**src/rtl/seg7_scan_driver_pkg.sv**
```systemverilog
// seg7_pkg: shared constants and the hex-to-segment encoder for the
// multiplexed 7-segment scan driver.
//   SEG_BLANK   : all segments off ({dp,g,f,e,d,c,b,a}, active-low)
//   SEG_TABLE   : 16-entry hex-to-segment table, dp bit held at 1 (off)
//   seg7_encode : nibble + dp request -> 8-bit active-low segment code
package seg7_pkg;

  localparam logic [7:0] SEG_BLANK = 8'hFF;

  localparam logic [7:0] SEG_TABLE [16] = '{
    8'hC0, 8'hF9, 8'hA4, 8'hB0, 8'h99, 8'h92, 8'h82, 8'hF8,
    8'h80, 8'h90, 8'h88, 8'h83, 8'hC6, 8'hA1, 8'h86, 8'h8E
  };

  function automatic logic [7:0] seg7_encode(input logic [3:0] nibble, input logic dp);
    logic [7:0] code;
    code    = SEG_TABLE[nibble];
    code[7] = ~dp;
    return code;
  endfunction

endpackage

```
**src/rtl/seg7_scan_driver_if.sv**
```systemverilog
// seg7_scan_driver_if: display-data load bus between the BCD datapath
// (master) and the scan driver (slave).
//   bcd_in   : 4*N_DIGITS digit values, digit k at [4k+3:4k]
//   dp_in    : decimal point request per digit, 1 = lit
//   digit_en : per-digit enable, 0 = digit dark
//   load     : one-cycle strobe capturing the three fields above
interface seg7_scan_driver_if #(
  parameter int unsigned N_DIGITS = 8
);

  logic [4*N_DIGITS-1:0] bcd_in;
  logic [N_DIGITS-1:0]   dp_in;
  logic [N_DIGITS-1:0]   digit_en;
  logic                  load;

  modport master (output bcd_in, dp_in, digit_en, load);
  modport slave  (input  bcd_in, dp_in, digit_en, load);

endinterface

```
**src/rtl/seg7_scan_driver_lzb_mask.sv**
```systemverilog
// seg7_lzb_mask: combinational leading-zero blanking mask.
//   bcd_i   : digit values, one nibble per digit
//   dp_i    : decimal point per digit
//   en_i    : digit enable per digit
//   blank_o : 1 = digit is a leading zero and must be dark
// An enabled zero digit k > 0 is blanked while every enabled digit above it
// is zero with its decimal point off. Disabled digits do not break the run.
// Digit 0 is never blanked.
module seg7_lzb_mask #(
  parameter int unsigned N_DIGITS = 8
) (
  input  logic [N_DIGITS-1:0][3:0] bcd_i,
  input  logic [N_DIGITS-1:0]      dp_i,
  input  logic [N_DIGITS-1:0]      en_i,
  output logic [N_DIGITS-1:0]      blank_o
);

  logic lead;

  always_comb begin
    blank_o = '0;
    lead    = 1'b1;
    for (int unsigned k = N_DIGITS - 1; k >= 1; k--) begin
      if (en_i[k]) begin
        if (lead && (bcd_i[k] == 4'd0)) begin
          blank_o[k] = 1'b1;
        end
        lead = lead & (bcd_i[k] == 4'd0) & ~dp_i[k];
      end
    end
  end

endmodule

```
**src/rtl/seg7_scan_driver.sv**
```systemverilog
// seg7_scan_driver: parametrised multiplexed 7-segment display driver.
//   clk_scan        : system clock, rising edge
//   scancnt_reset   : synchronous active-high reset
//   load_bus        : display data load bus (slave modport)
//   display_dig_sel : digit select, active-low
//   seg7cod_out     : {dp,g,f,e,d,c,b,a}, active-low
//   scan_wrap       : one-cycle pulse after the last digit slot ends
// Optional build macro SEG7_LZB_EN enables leading-zero blanking.
// Loads are staged and promoted to the active buffer only at the frame
// boundary, so a frame never mixes old and new data. Each slot starts with
// one dark cycle to suppress ghosting; all outputs are registered.
module seg7_scan_driver
  import seg7_pkg::*;
#(
  parameter int unsigned N_DIGITS = 8,
  parameter int unsigned DIV      = 50000
) (
  input  logic                clk_scan,
  input  logic                scancnt_reset,
  seg7_scan_driver_if.slave   load_bus,
  output logic [N_DIGITS-1:0] display_dig_sel,
  output logic [7:0]          seg7cod_out,
  output logic                scan_wrap
);

  localparam int unsigned SEL_W = $clog2(N_DIGITS);
  localparam int unsigned CNT_W = $clog2(DIV);
  localparam logic [SEL_W-1:0] LAST_IDX = SEL_W'(N_DIGITS - 1);
  localparam logic [CNT_W-1:0] LAST_CNT = CNT_W'(DIV - 1);

  logic [CNT_W-1:0] cnt_q;
  logic [SEL_W-1:0] idx_q;
  logic             tick;
  logic             boundary;

  logic                      pend_q, pend_d;
  logic [N_DIGITS-1:0][3:0]  stg_bcd_q;
  logic [N_DIGITS-1:0]       stg_dp_q, stg_en_q;
  logic [N_DIGITS-1:0][3:0]  act_bcd_q, act_bcd_d;
  logic [N_DIGITS-1:0]       act_dp_q, act_dp_d;
  logic [N_DIGITS-1:0]       act_en_q, act_en_d;
  logic [N_DIGITS-1:0]       blank_mask;

  logic [N_DIGITS-1:0] sel_q, sel_d;
  logic [7:0]          seg_q, seg_d;
  logic                wrap_q;

  assign tick     = (cnt_q == LAST_CNT);
  assign boundary = tick && (idx_q == LAST_IDX);

  // Active buffer update: a load coinciding with the boundary bypasses the
  // staging registers; otherwise a pending staged load is promoted.
  always_comb begin
    act_bcd_d = act_bcd_q;
    act_dp_d  = act_dp_q;
    act_en_d  = act_en_q;
    pend_d    = pend_q;
    if (load_bus.load) begin
      if (boundary) begin
        act_bcd_d = load_bus.bcd_in;
        act_dp_d  = load_bus.dp_in;
        act_en_d  = load_bus.digit_en;
        pend_d    = 1'b0;
      end else begin
        pend_d = 1'b1;
      end
    end else if (boundary && pend_q) begin
      act_bcd_d = stg_bcd_q;
      act_dp_d  = stg_dp_q;
      act_en_d  = stg_en_q;
      pend_d    = 1'b0;
    end
  end

`ifdef SEG7_LZB_EN
  logic [N_DIGITS-1:0] blank_d, blank_q;

  // Mask is derived from the next active contents so it updates together
  // with the active buffer.
  seg7_lzb_mask #(
    .N_DIGITS (N_DIGITS)
  ) u_lzb (
    .bcd_i   (act_bcd_d),
    .dp_i    (act_dp_d),
    .en_i    (act_en_d),
    .blank_o (blank_d)
  );

  always_ff @(posedge clk_scan) begin
    if (scancnt_reset) begin
      blank_q <= '0;
    end else begin
      blank_q <= blank_d;
    end
  end

  assign blank_mask = blank_q;
`else
  assign blank_mask = '0;
`endif

  // The tick cycle still holds the old index, so the registered output
  // computed there becomes the dead cycle; the new digit follows one later.
  always_comb begin
    sel_d = '1;
    seg_d = SEG_BLANK;
    if (!tick && act_en_q[idx_q] && !blank_mask[idx_q]) begin
      sel_d[idx_q] = 1'b0;
      seg_d        = seg7_encode(act_bcd_q[idx_q], act_dp_q[idx_q]);
    end
  end

  always_ff @(posedge clk_scan) begin
    if (scancnt_reset) begin
      cnt_q     <= '0;
      idx_q     <= '0;
      pend_q    <= 1'b0;
      stg_bcd_q <= '0;
      stg_dp_q  <= '0;
      stg_en_q  <= '0;
      act_bcd_q <= '0;
      act_dp_q  <= '0;
      act_en_q  <= '0;
      sel_q     <= '1;
      seg_q     <= SEG_BLANK;
      wrap_q    <= 1'b0;
    end else begin
      cnt_q <= tick ? '0 : cnt_q + 1'b1;
      if (tick) begin
        idx_q <= (idx_q == LAST_IDX) ? '0 : idx_q + 1'b1;
      end
      if (load_bus.load) begin
        stg_bcd_q <= load_bus.bcd_in;
        stg_dp_q  <= load_bus.dp_in;
        stg_en_q  <= load_bus.digit_en;
      end
      pend_q    <= pend_d;
      act_bcd_q <= act_bcd_d;
      act_dp_q  <= act_dp_d;
      act_en_q  <= act_en_d;
      sel_q     <= sel_d;
      seg_q     <= seg_d;
      wrap_q    <= boundary;
    end
  end

  assign display_dig_sel = sel_q;
  assign seg7cod_out     = seg_q;
  assign scan_wrap       = wrap_q;

endmodule

```
**src/flat_wrapper.sv**
```systemverilog
// flat-port wrapper written by rule: the top's interface ports become plain ports
module seg7_scan_driver_flat import seg7_pkg::*;
#(
  parameter int unsigned N_DIGITS = 8,
  parameter int unsigned DIV      = 50000
)
  (clk_scan, scancnt_reset, display_dig_sel, seg7cod_out, scan_wrap, load_bus_bcd_in, load_bus_dp_in, load_bus_digit_en, load_bus_load);
  seg7_scan_driver_if #(.N_DIGITS(N_DIGITS)) load_bus_i ();
  input  logic clk_scan;
  input  logic scancnt_reset;
  output logic [N_DIGITS-1:0] display_dig_sel;
  output logic [7:0] seg7cod_out;
  output logic scan_wrap;
  input wire logic [$bits(load_bus_i.bcd_in)-1:0] load_bus_bcd_in;
  input wire logic [$bits(load_bus_i.dp_in)-1:0] load_bus_dp_in;
  input wire logic [$bits(load_bus_i.digit_en)-1:0] load_bus_digit_en;
  input wire logic [$bits(load_bus_i.load)-1:0] load_bus_load;
  assign load_bus_i.bcd_in = load_bus_bcd_in;
  assign load_bus_i.dp_in = load_bus_dp_in;
  assign load_bus_i.digit_en = load_bus_digit_en;
  assign load_bus_i.load = load_bus_load;
  seg7_scan_driver #(.N_DIGITS(N_DIGITS), .DIV(DIV)) u_core (.clk_scan(clk_scan), .scancnt_reset(scancnt_reset), .load_bus(load_bus_i), .display_dig_sel(display_dig_sel), .seg7cod_out(seg7cod_out), .scan_wrap(scan_wrap));
endmodule
```
**config.mk**
```make
export PLATFORM = sky130hd
export DESIGN_NAME = seg7_scan_driver_flat
export DESIGN_NICKNAME = d
export VERILOG_FILES = /design/src/rtl/seg7_scan_driver_pkg.sv /design/src/rtl/seg7_scan_driver_if.sv /design/src/rtl/seg7_scan_driver_lzb_mask.sv /design/src/rtl/seg7_scan_driver.sv /design/src/flat_wrapper.sv
export SDC_FILE = /design/constraint.sdc
export NUM_CORES = 1
export LEC_CHECK = 0
export ABC_AREA = 0
export CORE_UTILIZATION = 50
export CTS_CLUSTER_DIAMETER = 150
export DETAILED_ROUTE_END_ITERATION = 8
export HOLD_SLACK_MARGIN = 0.02
export PLACE_DENSITY = 0.76
export SLEW_MARGIN = 20
export SYNTH_ARGS = -nofsm -noshare
export SYNTH_HDL_FRONTEND = slang
export SYNTH_SLANG_ARGS = --single-unit
export TNS_END_PERCENT = 50
```
**constraint.sdc**
```tcl
create_clock -name clk_scan -period 2.6 [get_ports clk_scan]
set_input_delay 0.39 -clock clk_scan [delete_from_list [all_inputs] [get_ports clk_scan]]
set_output_delay 0.39 -clock clk_scan [all_outputs]
set_load 0.02 [all_outputs]
```
Yosys cells after proc, flatten, opt, wreduce, memory -nomap -nowiden
Memories as Yosys holds them, arrays and structs flattened. A register that Yosys moved wholly into a read port is not among the register bits.
Index checks and enable logic that the tools add are counted.
{"block": "op_classes", "n_addsub": 2, "n_lt_le_gt_ge": 3, "eq_ne": 3, "n_mux": 26, "bitwise": 4, "reduce_logical": 11}
{"cell": "two-way mux 32 bit", "n": 3}
{"cell": "two-way mux 8 bit", "n": 6}
{"cell": "adder 16 x 1 -> 16 bit, second input constant", "n": 1}
{"cell": "equality test 16 bit, second input constant", "n": 1}
{"cell": "two-way mux 7 bit", "n": 2}
{"cell": "binary-select mux 4 bit (select 3 bit)", "n": 1}
{"cell": "two-way mux 3 bit", "n": 3}
{"cell": "inverter 8 bit", "n": 1}
{"cell": "two-way mux 1 bit", "n": 7}
{"cell": "binary-select mux 1 bit (select 3 bit)", "n": 2}
{"cell": ">= comparator 5 bit, second input constant", "n": 1}
{"cell": "logical AND 1 bit", "n": 5}
{"cell": "inverter 4 -> 5 bit", "n": 1}
{"cell": "less-than comparator 3 x 4 -> 1 bit, second input constant", "n": 1}
{"cell": "two-way mux 4 bit", "n": 1}
{"cell": "OR reduction 2 bit", "n": 2}
{"cell": "adder 3 x 1 -> 3 bit, second input constant", "n": 1}
{"cell": "demux 1 bit (select 3 bit)", "n": 1}
{"cell": "equality test 3 bit, second input constant", "n": 1}
{"cell": ">= comparator 3 x 1 -> 1 bit, second input constant", "n": 1}
{"cell": "logical NOT 1 bit", "n": 2}
{"cell": "!= test 2 x 1 -> 1 bit, second input constant", "n": 1}
{"cell": "inverter 1 bit", "n": 2}
{"cell": "AND reduction 2 bit", "n": 1}
{"cell": "nonzero test 2 bit", "n": 1}
{"block": "word_totals", "reg_bits": 133, "romBits": 136, "in_bits": 51, "n_memories": 2}
{"memory": "(no name shown)", "depth": 16, "width": 8, "rd": 1, "rd_clocked_by_memory_dff": 1, "write_ports": 0, "line": "seg7_scan_driver_pkg.sv:17", "rtl": "code = SEG_TABLE[nibble];"}
{"memory": "(no name shown)", "depth": 8, "width": 1, "rd": 1, "rd_clocked_by_memory_dff": 1, "write_ports": 0, "line": "seg7_scan_driver.sv:107", "rtl": "if (!tick && act_en_q[idx_q] && !blank_mask[idx_q]) begin"}

Logic depth before layout (Yosys ltp)
Gate-level depths: netlist (run 1).
{"block": "logic_depth", "word_depth": 6, "mapped_depth": 10}

Least setup slack after synthesis (run 1)
Ideal clock, no wire load.
{"block": "synth_path", "path_kind": "register -> register", "startpoint": "register u_core.cnt_q[10]", "endpoint": "register u_core.act_dp_q[4]", "setup_ns": 0.132, "arrival_time_ns": 2.334, "path_slack_ns": 0.134, "path_stages_with_launch": 9, "period_less_slack_ns": 2.466, "cell_sequence": "dfxtp_1 or4b_1 or4_1 buf_2 or3b_2 buf_2 buf_6 nand2_1 a21oi_1"}
{"block": "synth_via", "elab_chain_len": 5, "elab_cells_between_ends": 6}
{"item": "start, declared", "line": "seg7_scan_driver.sv:31", "rtl": "logic [CNT_W-1:0] cnt_q;"}
{"item": "start signal, assigned", "line": "seg7_scan_driver.sv:128", "rtl": "cnt_q <= tick ? '0 : cnt_q + 1'b1;"}
{"item": "equality test 16 bit *", "line": "seg7_scan_driver.sv:48", "rtl": "assign tick = (cnt_q == LAST_CNT);"}
{"item": "logical AND 1 bit *", "line": "seg7_scan_driver.sv:49", "rtl": "assign boundary = tick && (idx_q == LAST_IDX);"}
{"item": "logical AND 1 bit", "line": "seg7_scan_driver.sv:67", "rtl": "end else if (boundary && pend_q) begin"}
{"item": "nonzero test 2 bit (no line)"}
{"item": "AND reduction 2 bit (no line) *"}
{"item": "end signal, assigned", "line": "seg7_scan_driver.sv:139", "rtl": "act_dp_q <= act_dp_d;"}
{"item": "end, declared", "line": "seg7_scan_driver.sv:40", "rtl": "logic [N_DIGITS-1:0] act_dp_q, act_dp_d;"}
Mark *: on every way between the ends. The rest lies on a longest branch, timed or not.
A chain may end at the register's enable or synchronous reset.

Worst setup path in the final report (run 1)
{"block": "layout_path", "startpoint": "register u_core.cnt_q[7]", "endpoint": "register u_core.act_en_q[1]"}
{"block": "layout_via", "elab_chain_len": 5, "elab_cells_between_ends": 6}
{"item": "equality test 16 bit *", "line": "seg7_scan_driver.sv:48"}
{"item": "logical AND 1 bit *", "line": "seg7_scan_driver.sv:49"}
{"item": "logical AND 1 bit", "line": "seg7_scan_driver.sv:67"}
{"item": "nonzero test 2 bit (no line)"}
{"item": "AND reduction 2 bit (no line) *"}
{"item": "end signal, assigned", "line": "seg7_scan_driver.sv:140", "rtl": "act_en_q <= act_en_d;"}
{"item": "end, declared", "line": "seg7_scan_driver.sv:41", "rtl": "logic [N_DIGITS-1:0] act_en_q, act_en_d;"}
Marked as above.

==> results of run 1 <==
-- repair_timing --
item / CTS / global route
hold buffers: 0 / 0
gates resized for setup: 0 / 2
setup endpoints to repair: 0 / 29
buffers inserted: 0 / 1
-- state kept, by name (all words and copies together), names as in the netlist --
signal and count:
u_core.scan_wrap 1, u_core.cnt_q 16, u_core.act_dp_q 8, u_core.stg_bcd_q 32, u_core.idx_q 3, u_core.display_dig_sel 8
u_core.stg_en_q 8, u_core.stg_dp_q 8, u_core.act_bcd_q 32, u_core.act_en_q 8, u_core.seg7cod_out 8, u_core.pend_q 1
-- cell usage in the layout, fill, tap and decap left out, drive strengths merged, types with 3 or more instances in the layout --
cell type      Yosys  final
mux4               8      8
ha                 8      8
xor2               8      8
mux2i             68     68
and2              49     49
clkbuf            19     21
clkinv             0      6
inv               36     37
buf               14     20
dfxtp            133    133
nor2b              4      4
o221ai             3      3
o21ai              7      7
clkdlybuf4s50      0     65
bufinv             0      3
and3               4      4
nand3             11     11
a21oi             25     25
nor2              50     50
o211ai             3      3
mux2              20     20
or3                4      4
xnor2              3      3
nand2             60     60
nand3b             3      3
nand4              8      8
-- how the worst max path moves through the flow --
stage | start | to | cells past startpoint
finish | u_core.cnt_q[7] | u_core.act_en_q[1] | 7
floorplan | u_core.cnt_q[10] | u_core.act_dp_q[4] | 8
CTS | u_core.cnt_q[7] | u_core.act_dp_q[2] | 5
global placement | u_core.cnt_q[7] | u_core.act_bcd_q[3] | 5
detailed placement | u_core.cnt_q[7] | u_core.act_dp_q[3] | 5
global route | u_core.cnt_q[7] | u_core.act_en_q[1] | 7
-- worst max-delay path: stages, from the launching register on --
cell	delay, ps
dfxtp_1	340
or4b_1	560
or4_4	600
nor3b_4	360
buf_4	200
clkbuf_16	150
nand2_1	70
a21oi_1	180
-- power breakdown --
part           switching, uW  total (uW)  internal (uW)  leakage, uW
clock                    886        2420           1540     0.000297
combinational            105         235            130      0.00131
sequential              14.4        2100           2090      0.00108
total                   1010        4760           3750      0.00269
-- kinds of logic (layout without fill, tap and decap cells) --
group	Yosys count	count (layout)	synth area share (%)
xor+xnor	11	11	1.75
mux	96	96	19.7
compound gates	45	45	4.78
simple gates	205	205	18.5
fa+ha+maj	8	8	1.81
flops	133	133	48.2
buf+inv	69	154	5.26
-- routing by layer --
metal	vias to the layer above	track usage [%]
met4	0	7.53
met2	114	36.0
li1	2038	-
met5	-	0
met3	20	4.44
met1	1927	26.8
-- metrics by stage --
| step | instances | instance area (um^2) |
|---|---|---|
| 6_report | 788 | 7000 |
| 5_1_grt | 788 | 7000 |
| 4_1_cts | 786 | 6960 |
| 3_5_place_dp | 754 | 6350 |
| 3_3_place_gp | 754 | 6350 |
| 2_1_floorplan | 567 | 5520 |
-- layout make-up --
type / count / area [um^2] / area share [%]
well taps: 136 / 170 / 2.43
clock buffers: 20 / 455 / 6.51
clock inverters: 12 / 151 / 2.16
inverters: 36 / 135 / 1.93
multi-input cells: 365 / 2580 / 36.8
flip-flops and latches: 133 / 2660 / 38.0
repair buffers: 86 / 846 / 12.1
==> metrics.md, run 1 <==
| Metric | Value |
|---|---|
| Row count | 37 |
| Async S/R FF share, synth | 0% |
| Crit end category | flip-flop |
| Die X | 107 um |
| Hold_sp | scancnt_reset |
| Worst reg2reg setup slack | between 40 and 50 ps |
| WHS Path Cells | 5 |
| Fin crit period | between 2000 and 3000 ps |
| Diode count | 0 |
| DPL Wire Length | ~7700 um |
| Setup CP Type | flip-flop to flip-flop |
| Crit Path Max Fanout | 12 |
| Synthesized area per cell | slightly below 10 um^2 |
| CTS clk-pin slew, worst paths | around 60 ps |
| Yosys cell types | 43 |
| Fillcell total | approximately 800 |
| EDFF count, synth | 0 |
| FMAX | between 300 and 400 MHz |
| PortBufs | 67 |
| Syn_nets | between 600 and 700 |
| Die area | ~0.011 mm^2 |
| Mapped cell area | 0.00552 mm^2 |
| Synth warnings | 0 |
| Ys flop type | dfxtp_1 |
| Slew @ Worst Pin | about 820 ps |
| Synthesized instance count | roughly 570 |
| PwrDens | slightly below 700 mW/mm^2 |
| Initial detailed-routing violation count | roughly 190 |
| CP arrival | 2990 ps |
| Slew margin rel. | between 40% and 50% |
| Synthesized flop and latch total | about 130 |
| Worst R2R End | u_core.act_en_q[1] |
| H-tree depth | 4 |
| Nets | around 700 |
| Max Used Layer | met4 |
| Worst skew pair latency | between 500 and 600 ps |
| Routed Wire Length | between 10000 and 15000 um |
| Cell taking the most area after synthesis | dfxtp_1 |
| Gpl congestion | just under 0.8 |
| Initial antenna violation count | 0 |
| Initial core utilization | 52.5% |
| Core Box Area | 0.0105 mm^2 |
| Synth area leaders | dfxtp_1 48%, mux2i_1 12%, and2_1 5.6% |
| Total track usage | a little over a fifth |
| WL met3 | ~480 um |
| Max cap viols | 0 |
| Largest net degree at the start of global routing | between 50 and 60 |
| Post-route clock period utilization | a little over nine tenths |
| Worst hold margin | between 300 and 400 ps |
| Met1 wire length | 5300 um |
| Most numerous cell in the Yosys netlist | dfxtp_1 |
| CP Data Required Time | about 3000 ps |
| Slew Viols, Final | 0 |
| Clock Path Buffers | 2 |
| Cts bufs inserted | 17 |
| Place WS | ~35 ps |
| Worst R2R Start | u_core.cnt_q[7] |
| Final WS setup | 48.7 ps |
| Routed vias | between 4k and 5k |
| Wire length on met2 | about 5700 um |
| Die height | ~110 um |
| Global-route wire length before repair | 19000 um |
| DR pass1 iterations | 4 |
| Final core area utilization | approximately two thirds |
| Peak VDD IR | ~0.46 mV |
| Routed vias/inst | 5.20 |
| Wire per inst | roughly 15 um |
| Setup violators final | 0 |
| Final hold vios | 0 |
| Static Leak | about 0.0027 uW |
| Clock sink count | between 100 and 150 |
| Layout cells sized above 1 | approximately an eighth |
| Post-synth top area share | a little under 50% |
| Skew final | approximately 8.3 ps |
| Worst Hold Class | input port to flip-flop |
| Vias in the first global route | about 4.0k |
| CTS tree | yes |
| Post-synthesis sequential area ratio | roughly half |
| Post-route setup TNS | 0 ps |
| CTS root buf | clkbuf_8 |
| Congestion Overflow GR | 0 |
| Outcome | finished clean |
| Worst R2R Path Depth | 7 |
| Total power draw | about 4800 uW |
| Antenna-violating nets left | 0 |
| CP Launch Type | flip-flop |
| Area grow syn2layout | 26.8% |
| Top post-synthesis cells by count | 133 x dfxtp_1, 68 x mux2i_1, 60 x nand2_1 |
| I/O Pins | 68 |
| Worst Hold End | u_core.display_dig_sel[2] |
| Residual DRC | 0 |
Note: power is estimated with default switching activity, not from simulation.
==> inputs of run 2 (changes only) <==
--- a/config.mk
+++ b/config.mk
@@ -11,6 +11,7 @@
 export DETAILED_ROUTE_END_ITERATION = 8
 export HOLD_SLACK_MARGIN = 0.02
 export PLACE_DENSITY = 0.76
+export REMOVE_ABC_BUFFERS = 1
 export SLEW_MARGIN = 20
 export SYNTH_ARGS = -nofsm -noshare
 export SYNTH_HDL_FRONTEND = slang
==> metrics.md, run 2 (synthesized netlist as in run 1, its figures left out) <==
| Metric | Value |
|---|---|
| Outcome | finished clean |
| Row count | 37 (unchanged) |
| Cts bufs inserted | 17 (unchanged) |
| Initial antenna violation count | 0 (unchanged) |
| I/O Pins | 68 (unchanged) |
| Clock sink count | 133 (unchanged) |
| Die height | 107 um (unchanged) |
| Diode count | 0 (unchanged) |
| Peak VDD IR | 0.453 mV (-0.79%) |
| Setup violators final | 0 (unchanged) |
| Largest net degree at the start of global routing | 54 (unchanged) |
| Wire length on met2 | 5450 um (-3.9%) |
| DPL Wire Length | 7080 um (-7.6%) |
| Worst hold margin | 361 ps (-0.498 ps) |
| Worst R2R Start | u_core.cnt_q[10] |
| Congestion Overflow GR | 0 (unchanged) |
| Worst Hold End | u_core.display_dig_sel[1] |
| Layout cells sized above 1 | 12.9% (-0.27 points) |
| Vias in the first global route | 4055 (+2.1%) |
| Die area | 0.0115 mm^2 (unchanged) |
| PortBufs | 67 (unchanged) |
| Routed vias | 4085 (-0.34%) |
| CTS clk-pin slew, worst paths | 60 ps (about the same) |
| DR pass1 iterations | 4 (unchanged) |
| Static Leak | 0.00266 uW (-1.1%) |
| Initial core utilization | 52.5% (unchanged) |
| # hold bufs at CTS | 0 (unchanged) |
| Final core area utilization | 66.0% (-0.57 points) |
| Regs by FF count | u_core.act_bcd_q (32), u_core.stg_bcd_q (32), u_core.cnt_q (16) |
| Final hold vios | 0 (unchanged) |
| Most common cell after layout, fill and taps aside | dfxtp_1 |
| Global-route wire length before repair | 18600 um (-2.1%) |
| CP Launch Type | flip-flop |
| CTS root buf | clkbuf_8 |
| Worst R2R End | u_core.act_bcd_q[1] |
| CTS tree | yes |
| H-tree depth | 4 (unchanged) |
| WL met3 | 384 um (-20%) |
| WHS Path Cells | 5 (unchanged) |
| Core Box Area | 0.0105 mm^2 (unchanged) |
| Post-route clock period utilization | 95.6% (-2.5 points) |
| Max Used Layer | met4 |
| Slew Viols, Final | 0 (unchanged) |
| Gpl congestion | 0.764 (-2.4%) |
| CP arrival | 2940 ps (-50 ps) |
| Residual DRC | 0 (unchanged) |
| Total track usage | 20.7% (-0.60 points) |
| Routed Wire Length | 11100 um (-4.8%) |
| Max cap viols | 0 (unchanged) |
| Worst Hold Class | input port to flip-flop |
| Worst R2R Path Depth | 7 (unchanged) |
| Setup CP Type | flip-flop to flip-flop |
| Antenna-violating nets left | 0 (unchanged) |
| Wire per inst | 14.1 um (-4.6%) |
| Hold_sp | scancnt_reset |
| Worst reg2reg setup slack | 110 ps (+70 ps) |
| Skew final | 10.1 ps (+1.73 ps) |
| Clock Path Buffers | 2 (unchanged) |
| Area grow syn2layout | 25.7% |
| Nets | 697 (-0.14%) |
| Met1 wire length | 5110 um (-3.7%) |
| Crit Path Max Fanout | 12 (unchanged) |
| Crit end category | flip-flop |
| PwrDens | 653 mW/mm^2 (-3.9%) |
| Slew margin rel. | 44.9% (-0.56 points) |
| Initial detailed-routing violation count | 181 (-3.2%) |
| Die X | 107 um (unchanged) |
| Fin crit period | 2490 ps (-65.9 ps) |
| CP Data Required Time | 3060 ps (+20 ps) |
| Slew @ Worst Pin | 819 ps (+3.89 ps) |
| Worst skew pair latency | 510 ps (about the same) |
| Routed vias/inst | 5.20 (about the same) |
| FMAX | 402 MHz (+2.7%) |
| Most frequent cells in the layout | 133 x dfxtp_1, 68 x mux2i_1, 65 x clkdlybuf4s50_1 |
[run 2: cell types whose count changed in the layout (fill, tap and decap cells not counted)]
| cell | before | now |
|---|---|---|
| buf_12 | 2 | 1 |
| inv_6 | 1 | 3 |
| bufinv_16 | 3 | 1 |
| clkinv_4 | 2 | 1 |
| buf_4 | 16 | 14 |
| buf_8 | 0 | 1 |
| buf_6 | 0 | 1 |
[run 2: cell type report]
cell class,instances,area (um^2)
inverter,36,135
timing repair buffer,85,837
sequential,133,2660
tap,136,170
clock buffer,20,455
multi-input combinational,365,2580
fill,829,3570
clock inverter,11,100
[run 2: repair_timing]
| item | 4_1_cts | 5_1_grt |
|---|---|---|
| endpoints found under the hold margin | 0 | 0 |
| setup buffers | 0 | 2 |
| endpoints found under the setup margin | 0 | 48 |
| resized for setup | 0 | 4 |
[run 2: worst max-delay path by stage]
stage | end | cells past startpoint | startpoint
after floorplan | u_core.act_bcd_q[0] | 5 | u_core.cnt_q[10]
after global placement | u_core.act_bcd_q[11] | 5 | u_core.cnt_q[10]
after detailed placement | u_core.act_en_q[1] | 5 | u_core.cnt_q[10]
after CTS | u_core.act_bcd_q[16] | 6 | u_core.cnt_q[10]
after global routing | u_core.act_bcd_q[26] | 7 | u_core.cnt_q[10]
final | u_core.act_bcd_q[1] | 7 | u_core.cnt_q[10]
[run 2: power by group]
part | leakage [uW] | switching, uW | total [uW] | internal (uW)
sequential | 0.00108 | 14.1 | 2100 | 2090
clock | 0.000274 | 858 | 2200 | 1340
combinational | 0.00130 | 104 | 235 | 131
[run 2: layer usage]
layer / GRT usage, % / vias up
met3: 5.59 / 12
li1: - / 2033
met1: 25.7 / 1953
met4: 7.05 / 0
met2: 34.6 / 87
met5: 0 / -
[run 2: worst max-delay path, stage by stage, from the launching register on]
cell and delay (ps):
dfxtp_1 360, or4b_1 550, or4_4 600, nor3b_4 220, buf_4 170, buf_6 200
mux2i_1 210, and2_1 130
[run 2: per-stage QoR]
stage / area (um^2) / instances / setup TNS, ps / total power (uW) / setup WS (ps)
5_1_grt: 6940 / 786 / -34.6 / 4700 / -10.9
6_report: 6940 / 786 / 0 / 4530 / 115
4_1_cts: 6890 / 782 / 0 / 4570 / 21.8
3_5_place_dp: 6330 / 751 / 0 / 2380 / 54.8
2_1_floorplan: 5360 / 534 / -75590 / 2240 / -1640
3_3_place_gp: 6330 / 751 / 0 / 2370 / 119
